<file path="src/rtl/wieg_pkg.sv">
// rtl/wieg_pkg.sv - shared types, limits and encodings for the cradle drive
//
// Purpose: FSM state type, setting bounds, keuze/stap encodings and the
//          bound test used by the hill-climbing step.
// Ports:   none (package).
package wieg_pkg;

  typedef enum logic [1:0] {
    UIT   = 2'd0,
    WACHT = 2'd1,
    EVAL  = 2'd2
  } toestand_t;

  localparam logic [2:0] AMP_MIN  = 3'd1;
  localparam logic [2:0] AMP_MAX  = 3'd7;
  localparam logic [2:0] FREQ_MIN = 3'd0;
  localparam logic [2:0] FREQ_MAX = 3'd7;

  // keuze: which setting the climber is currently adjusting
  localparam logic KEUZE_AMP  = 1'b0;
  localparam logic KEUZE_FREQ = 1'b1;

  // stap: direction of the next step
  localparam logic STAP_UP   = 1'b0;
  localparam logic STAP_DOWN = 1'b1;

  // True when a step in direction dir would leave the range lo..hi.
  function automatic logic step_blocked(input logic [2:0] val,
                                        input logic [2:0] lo,
                                        input logic [2:0] hi,
                                        input logic       dir);
    return (dir == STAP_UP) ? (val == hi) : (val == lo);
  endfunction

endpackage

</file>
<file path="src/rtl/wieg_pwm.sv">
// rtl/wieg_pwm.sv - swing direction timing and PWM motor drive for the H-bridge
//
// Purpose: half-period counter that alternates the swing direction, and a
//          3-bit PWM slot counter that gates the drive by amplitude.
// Ports:   clk, reset (sync, active-low)
//          enable      - drive allowed (rocking on and FSM not in UIT)
//          amplitude   - PWM on-slots out of 8
//          frequentie  - half-swing length is HALF_BASE*(8-frequentie) clk
//          motorLinks  - left drive
//          motorRechts - right drive
module wieg_pwm #(
  parameter int HALF_BASE = 4000000,
  parameter int PWM_DIV   = 256
) (
  input  logic       clk,
  input  logic       reset,
  input  logic       enable,
  input  logic [2:0] amplitude,
  input  logic [2:0] frequentie,
  output logic       motorLinks,
  output logic       motorRechts
);

  localparam int HW  = $clog2(HALF_BASE * 8);
  localparam int PDW = (PWM_DIV > 1) ? $clog2(PWM_DIV) : 1;

  localparam logic [HW-1:0]  HB       = HW'(HALF_BASE);
  localparam logic [PDW-1:0] DIV_LAST = PDW'(PWM_DIV - 1);

  logic [HW-1:0]  half_cnt;
  logic [HW-1:0]  half_mult;
  logic [HW-1:0]  reload;
  logic [PDW-1:0] div_cnt;
  logic [2:0]     slot;
  logic           dir_left;
  logic           pwm_on;

  // HALF_BASE*(8-f)-1; when HALF_BASE*8 is a power of two the product wraps to
  // zero for f=0 and the subtraction brings it back to the correct all-ones value.
  assign half_mult = HW'(4'd8 - {1'b0, frequentie});
  assign reload    = (HB * half_mult) - HW'(1);

  always_ff @(posedge clk) begin
    if (!reset) begin
      half_cnt <= reload;
      dir_left <= 1'b1;
      div_cnt  <= '0;
      slot     <= '0;
    end else begin
      // frequentie is only picked up here, so a change waits for the next swing
      if (half_cnt == '0) begin
        half_cnt <= reload;
        dir_left <= ~dir_left;
      end else begin
        half_cnt <= half_cnt - HW'(1);
      end

      if (div_cnt == DIV_LAST) begin
        div_cnt <= '0;
        slot    <= slot + 3'd1;
      end else begin
        div_cnt <= div_cnt + PDW'(1);
      end
    end
  end

  assign pwm_on      = (slot < amplitude);
  assign motorLinks  = enable & dir_left & pwm_on;
  assign motorRechts = enable & ~dir_left & pwm_on;

  // Shoot-through guard for the H-bridge.
  always_ff @(posedge clk) begin
    if (reset) begin
      assert (!(motorLinks && motorRechts));
    end
  end

endmodule

</file>
<file path="src/rtl/wieg_aansturing.sv">
// rtl/wieg_aansturing.sv - hill-climbing cradle control with H-bridge drive
//
// Purpose: once per slowClk rising edge evaluates the stress-trend flags and
//          steps amplitude or frequentie towards lower stress, then drives
//          the motor through wieg_pwm.
// Ports:   clk, reset (sync, active-low)
//          slowClk      - evaluation tick (rising edge used)
//          aan          - rocking enable
//          stressLaag   - stress went down
//          stressGelijk - stress unchanged
//          amplitude, frequentie - current settings
//          motorLinks, motorRechts - H-bridge drive
//          toestand     - FSM state (debug)
module wieg_aansturing
  import wieg_pkg::*;
#(
  parameter int AMP_INIT     = 2,
  parameter int FREQ_INIT    = 3,
  parameter int SETTLE_TICKS = 2,
  parameter int GELIJK_MAX   = 4,
  parameter int HALF_BASE    = 4000000,
  parameter int PWM_DIV      = 256
) (
  input  logic       clk,
  input  logic       reset,
  input  logic       slowClk,
  input  logic       aan,
  input  logic       stressLaag,
  input  logic       stressGelijk,
  output logic [2:0] amplitude,
  output logic [2:0] frequentie,
  output logic       motorLinks,
  output logic       motorRechts,
  output logic [1:0] toestand
);

  localparam int SW = (SETTLE_TICKS > 0) ? $clog2(SETTLE_TICKS + 1) : 1;
  localparam int GW = (GELIJK_MAX > 1) ? $clog2(GELIJK_MAX + 1) : 1;

  localparam logic [SW-1:0] SETTLE_LOAD = SW'(SETTLE_TICKS);
  localparam logic [GW-1:0] GELIJK_LAST = GW'(GELIJK_MAX - 1);

  toestand_t     state;
  logic          slow_q;
  logic          slow_qq;
  logic          strobe;
  logic          keuze;
  logic          stap;
  logic [GW-1:0] gelijk_cnt;
  logic [SW-1:0] settle_cnt;

  logic       do_step;
  logic       step_dir;
  logic [2:0] sel_val;
  logic [2:0] sel_min;
  logic [2:0] sel_max;
  logic       blocked;
  logic [2:0] stepped;

  assign strobe = slow_q & ~slow_qq;

  // Step decision for the EVAL cycle. A rise in stress (neither flag) reverses
  // the direction before stepping; stressLaag wins over stressGelijk.
  always_comb begin
    do_step  = stressLaag | ~stressGelijk;
    step_dir = stressLaag ? stap : ~stap;
    sel_val  = (keuze == KEUZE_FREQ) ? frequentie : amplitude;
    sel_min  = (keuze == KEUZE_FREQ) ? FREQ_MIN : AMP_MIN;
    sel_max  = (keuze == KEUZE_FREQ) ? FREQ_MAX : AMP_MAX;
    blocked  = step_blocked(sel_val, sel_min, sel_max, step_dir);
    stepped  = (step_dir == STAP_UP) ? (sel_val + 3'd1) : (sel_val - 3'd1);
  end

  always_ff @(posedge clk) begin
    if (!reset) begin
      slow_q     <= 1'b0;
      slow_qq    <= 1'b0;
      state      <= UIT;
      amplitude  <= 3'(AMP_INIT);
      frequentie <= 3'(FREQ_INIT);
      keuze      <= KEUZE_AMP;
      stap       <= STAP_UP;
      gelijk_cnt <= '0;
      settle_cnt <= SETTLE_LOAD;
    end else begin
      slow_q  <= slowClk;
      slow_qq <= slow_q;

      if (!aan) begin
        state <= UIT;
      end else begin
        case (state)
          UIT: begin
            state      <= WACHT;
            settle_cnt <= SETTLE_LOAD;
          end

          WACHT: begin
            if (strobe) begin
              if (settle_cnt == '0) state <= EVAL;
              else                  settle_cnt <= settle_cnt - SW'(1);
            end
          end

          EVAL: begin
            state <= WACHT;
            if (do_step) begin
              gelijk_cnt <= '0;
              if (blocked) begin
                // At a bound: hold the value and turn around for next time.
                stap <= ~step_dir;
              end else begin
                stap       <= step_dir;
                settle_cnt <= SETTLE_LOAD;
                if (keuze == KEUZE_FREQ) frequentie <= stepped;
                else                     amplitude  <= stepped;
              end
            end else if (gelijk_cnt == GELIJK_LAST) begin
              // Plateau: try the other setting, starting upwards.
              keuze      <= ~keuze;
              gelijk_cnt <= '0;
              stap       <= STAP_UP;
            end else begin
              gelijk_cnt <= gelijk_cnt + GW'(1);
            end
          end

          default: state <= UIT;
        endcase
      end
    end
  end

  assign toestand = state;

  wieg_pwm #(
    .HALF_BASE(HALF_BASE),
    .PWM_DIV  (PWM_DIV)
  ) u_pwm (
    .clk        (clk),
    .reset      (reset),
    .enable     (aan & (state != UIT)),
    .amplitude  (amplitude),
    .frequentie (frequentie),
    .motorLinks (motorLinks),
    .motorRechts(motorRechts)
  );

endmodule

</file>
<file path="config.mk">
export PLATFORM = sky130hd
export DESIGN_NAME = wieg_aansturing
export DESIGN_NICKNAME = d
export VERILOG_FILES = /design/src/rtl/wieg_pkg.sv /design/src/rtl/wieg_pwm.sv /design/src/rtl/wieg_aansturing.sv
export SDC_FILE = /design/constraint.sdc
export NUM_CORES = 1
export LEC_CHECK = 0
export BUFFER_PORTS_ARGS = -buffer_cell sky130_fd_sc_hd__buf_2
export CAP_MARGIN = 20
export CORE_MARGIN = 2
export CORE_UTILIZATION = 50
export CTS_CLUSTER_SIZE = 14
export DETAILED_ROUTE_END_ITERATION = 6
export PLACE_DENSITY = 0.78
export SKIP_LAST_GASP = 1
export SLEW_MARGIN = 10
export SYNTH_ARGS = -nofsm -noshare
export SYNTH_HDL_FRONTEND = slang
export SYNTH_SLANG_ARGS = --single-unit
</file>
<file path="constraint.sdc">
create_clock -name clk -period 11.6 [get_ports clk]
set_input_delay 3.48 -clock clk [delete_from_list [all_inputs] [get_ports clk]]
set_output_delay 3.48 -clock clk [all_outputs]
set_load 0.01 [all_outputs]
</file>
==> results.ini <==
[outcome]
status = completed

[setup_path]
critPathArrivalTime_ns = 4.12
endpoint_kind = output pin
worst_setup_path_start_kind = primary input
crit_type = in -> out
cp_max_fo = 6
cp.required_ns = 8.12

[placed_design]
io_buffers = 15
gp_congestion = 0.8152
postPlaceCellArea_mm2 = 0.003506
hpwl_um = 4620

[sta]
whs_ns = 0.4306
max_freq_mhz = 131.5
finalHoldViolCount = 0
final-max-slew-violation-count = 0
fin_setup_tns_ns = 0
finalCritPeriodShare = 0.6555
slew_headroom = 0.3466
fin_crit_ns = 7.603
final.setup_skew_ns = 0.007191
rsz0062_at_grt = false
setup_viol = 0
tightest_slew_ns = 0.9776

[floorplan]
ios = 16
row_count = 29
die_h_um = 86.15
dieArea_mm2 = 0.007422
core-area_mm2 = 0.006422
floorplan.initialDensity = 0.5254
die_w_um = 86.15

[clocking]
post-cts-setup-buffers = 0
clk_pin_slew_ns = 0.10
clkLatencyLatePin_ns = 0.32
cts_tree = yes
h-tree-depth = 2
cts_root_buffer = clkbuf_8
cts_sinks = 54
cts_resized = 0
cts_hold_buf = 0
clockBufferDepth = 2
numCtsBuffers = 5

[yosys]
syn_area_mm2 = 0.003374
ys_ff_latch = 54
synth-compound-area-share = 0.08825
synth_nets = 424
synth_edf_count = 0
synthSimpleGateAreaFrac = 0.2240
synth_adder_area_share = 0.1402
synthMuxAreaShare = 0.03930
async_flop_share = 0
ys.flop_type = dfxtp_1
synth_seq_area_share = 0.3204
synthXorXnorAreaFrac = 0.1465
yosysWarnings = 0
synth_cell_type_count = 55
synth_top_family_by_area = simple AND/OR/NAND/NOR gates
syn_area_per_cell_um2 = 8.834
synth_cells = 382

[cells_and_area]
diodes = 0
layout.nets = 433
drive_gt1_frac = 0.08929
fill_cells = 568
design_area_mm2 = 0.003623
area_growth_pct = 7.379

[drt]
dr.pass1.iters = 4
vias = 2596
drtIter0Drc = 84
drt_wl_total_um = 6271
ant_nets = 0
via_per_inst = 5.535
drc = 0
avgRoutedWirePerCell_um = 13.37

[global_routing]
grt_pass1_wl_um = 11030
track_usage = 0.1832
antenna_found_initial = 0
grt_start_max_net_pins = 33
grt_pass1_vias = 2512
globalRouteOverflowTotal = 0

[run]
maxCapViolations = 0

[power_and_ir_drop]
peakVddDrop_uv = 58.66
pwr_density_cell_mw_per_mm2 = 95.81
power.leakage_nw = 1.489

[hold_path]
min_path_type = reg -> reg

[worst paths after layout]
path                                 from                      endpoint  slack, ns  cells past startpoint
max                                   aan                   motorRechts       4.00                      4
min          u_pwm.half_cnt[0]$_SDFF_PN1_  u_pwm.half_cnt[0]$_SDFF_PN1_       0.43                      1
max reg2reg    frequentie[1]$_SDFFE_PN1P_    u_pwm.half_cnt[24]$_DFF_P_       6.75                     18
min reg2reg  u_pwm.half_cnt[0]$_SDFF_PN1_  u_pwm.half_cnt[0]$_SDFF_PN1_       0.43                      1
[stage by stage]
step / util / total power [mW] / instances / setup WS (ns)
after CTS: 0.5642 / 0.3491 / 469 / 3.993
after floorplan: - / 0.2129 / 382 / 4.247
after global routing: 0.5642 / 0.3609 / 469 / 3.865
final: 0.5642 / 0.3472 / 469 / 3.997
after detailed placement: 0.5459 / 0.2183 / 461 / 3.999
after global placement: 0.5459 / 0.2176 / 461 / 4.029
[cell type report]
class	count	area (um^2)	share of cell area
Tap cell	77	96.34	0.02659
Multi-Input combinational cell	293	2160	0.5960
Clock buffer	5	68.82	0.01899
Timing Repair Buffer	18	97.59	0.02693
Sequential cell	54	1081	0.2983
Inverter	19	71.32	0.01968
Clock inverter	3	48.80	0.01347
[layer usage]
layer  track usage  vias up  routed length, um
met5             0        -                  0
met4       0.07648        0                116
met3       0.02599       11                120
met2        0.3164       18               3006
met1        0.2273     1226               3027
li1              -     1341                  -
[sequential cells by signal, indices dropped and copies added (netlist names)]
name            cells
amplitude           3
frequentie          3
slow_qq             1
slow_q              1
u_pwm.half_cnt     25
u_pwm.div_cnt       8
settle_cnt          2
toestand            2
u_pwm.slot          3
keuze               1
stap                1
gelijk_cnt          3
u_pwm.dir_left      1
[synthesized netlist by cell type (2+ instances only)]
master     n  area (um^2)
nand4_1    3        18.77
or4_1      2        15.01
a211oi_1   2        15.01
mux2_2     2        22.52
xor2_1    28        245.2
a31oi_1    4        25.02
xnor2_1   24        210.2
and3_1     5        31.28
nand3b_1   6        45.04
or3_1      4        25.02
nor2_1    41        153.9
buf_1      3        11.26
mux2i_1   11        110.1
nor3_1    15        75.07
buf_2      4        20.02
a22oi_1    2        15.01
nor3b_1    3        22.52
nand3_1   16        80.08
clkbuf_1   8        30.03
a21oi_1   10        50.05
o211a_1    2        20.02
ha_1      33        412.9
nor4b_2    2        30.03
o21ai_0    8        40.04
nor4_1     5        31.28
and2_1     2        12.51
inv_1     19        71.32
fa_1       3        60.06
and3b_1    2        17.52
nand2b_1   5        31.28
o211ai_1   3        22.52
dfxtp_1   54         1081
nand2_1   29        108.9
[placed cells by master (no fill, tap or decap), types with 2 or more instances in the layout]
master | netlist | routed
a211oi_1 | 2 | 2
a21oi_1 | 10 | 10
a22oi_1 | 2 | 2
a31oi_1 | 4 | 3
and2_1 | 2 | 2
and3_1 | 5 | 5
and3b_1 | 2 | 2
buf_2 | 4 | 15
buf_4 | 1 | 3
clkbuf_8 | 0 | 5
dfxtp_1 | 54 | 54
fa_1 | 3 | 3
ha_1 | 33 | 33
inv_1 | 19 | 19
mux2_2 | 2 | 2
mux2i_1 | 11 | 11
nand2_1 | 29 | 29
nand2b_1 | 5 | 5
nand3_1 | 16 | 16
nand3b_1 | 6 | 6
nand4_1 | 3 | 3
nor2_1 | 41 | 41
nor3_1 | 15 | 15
nor3b_1 | 3 | 3
nor4_1 | 5 | 5
nor4b_2 | 2 | 2
o211a_1 | 2 | 2
o211ai_1 | 3 | 3
o21ai_0 | 8 | 8
or3_1 | 4 | 4
or4_1 | 2 | 2
xnor2_1 | 24 | 24
xor2_1 | 28 | 28
[logic make-up (layout without fill, tap and decap cells)]
family                   Yosys count  count (layout)
AND/OR/NAND/NOR                  146             146
AO/OA/AOI/OAI                     44              44
flip-flops                        54              54
XOR/XNOR                          54              54
multiplexers                      13              13
adder cells (fa/ha/maj)           36              36
buffers and inverters             35              45
[report_power, final]
part	switching, mW	total [mW]	internal (mW)
Combinational	0.0109	0.0191	0.00824
Sequential	0.00469	0.195	0.190
Clock	0.0673	0.133	0.0658
[critical path, stage by stage]
cell     delay, ns
buf_2         0.12
nor3b_1       0.22
and3b_1       0.18
buf_2         0.12
No activity file was read; power rests on OpenSTA's default activity.
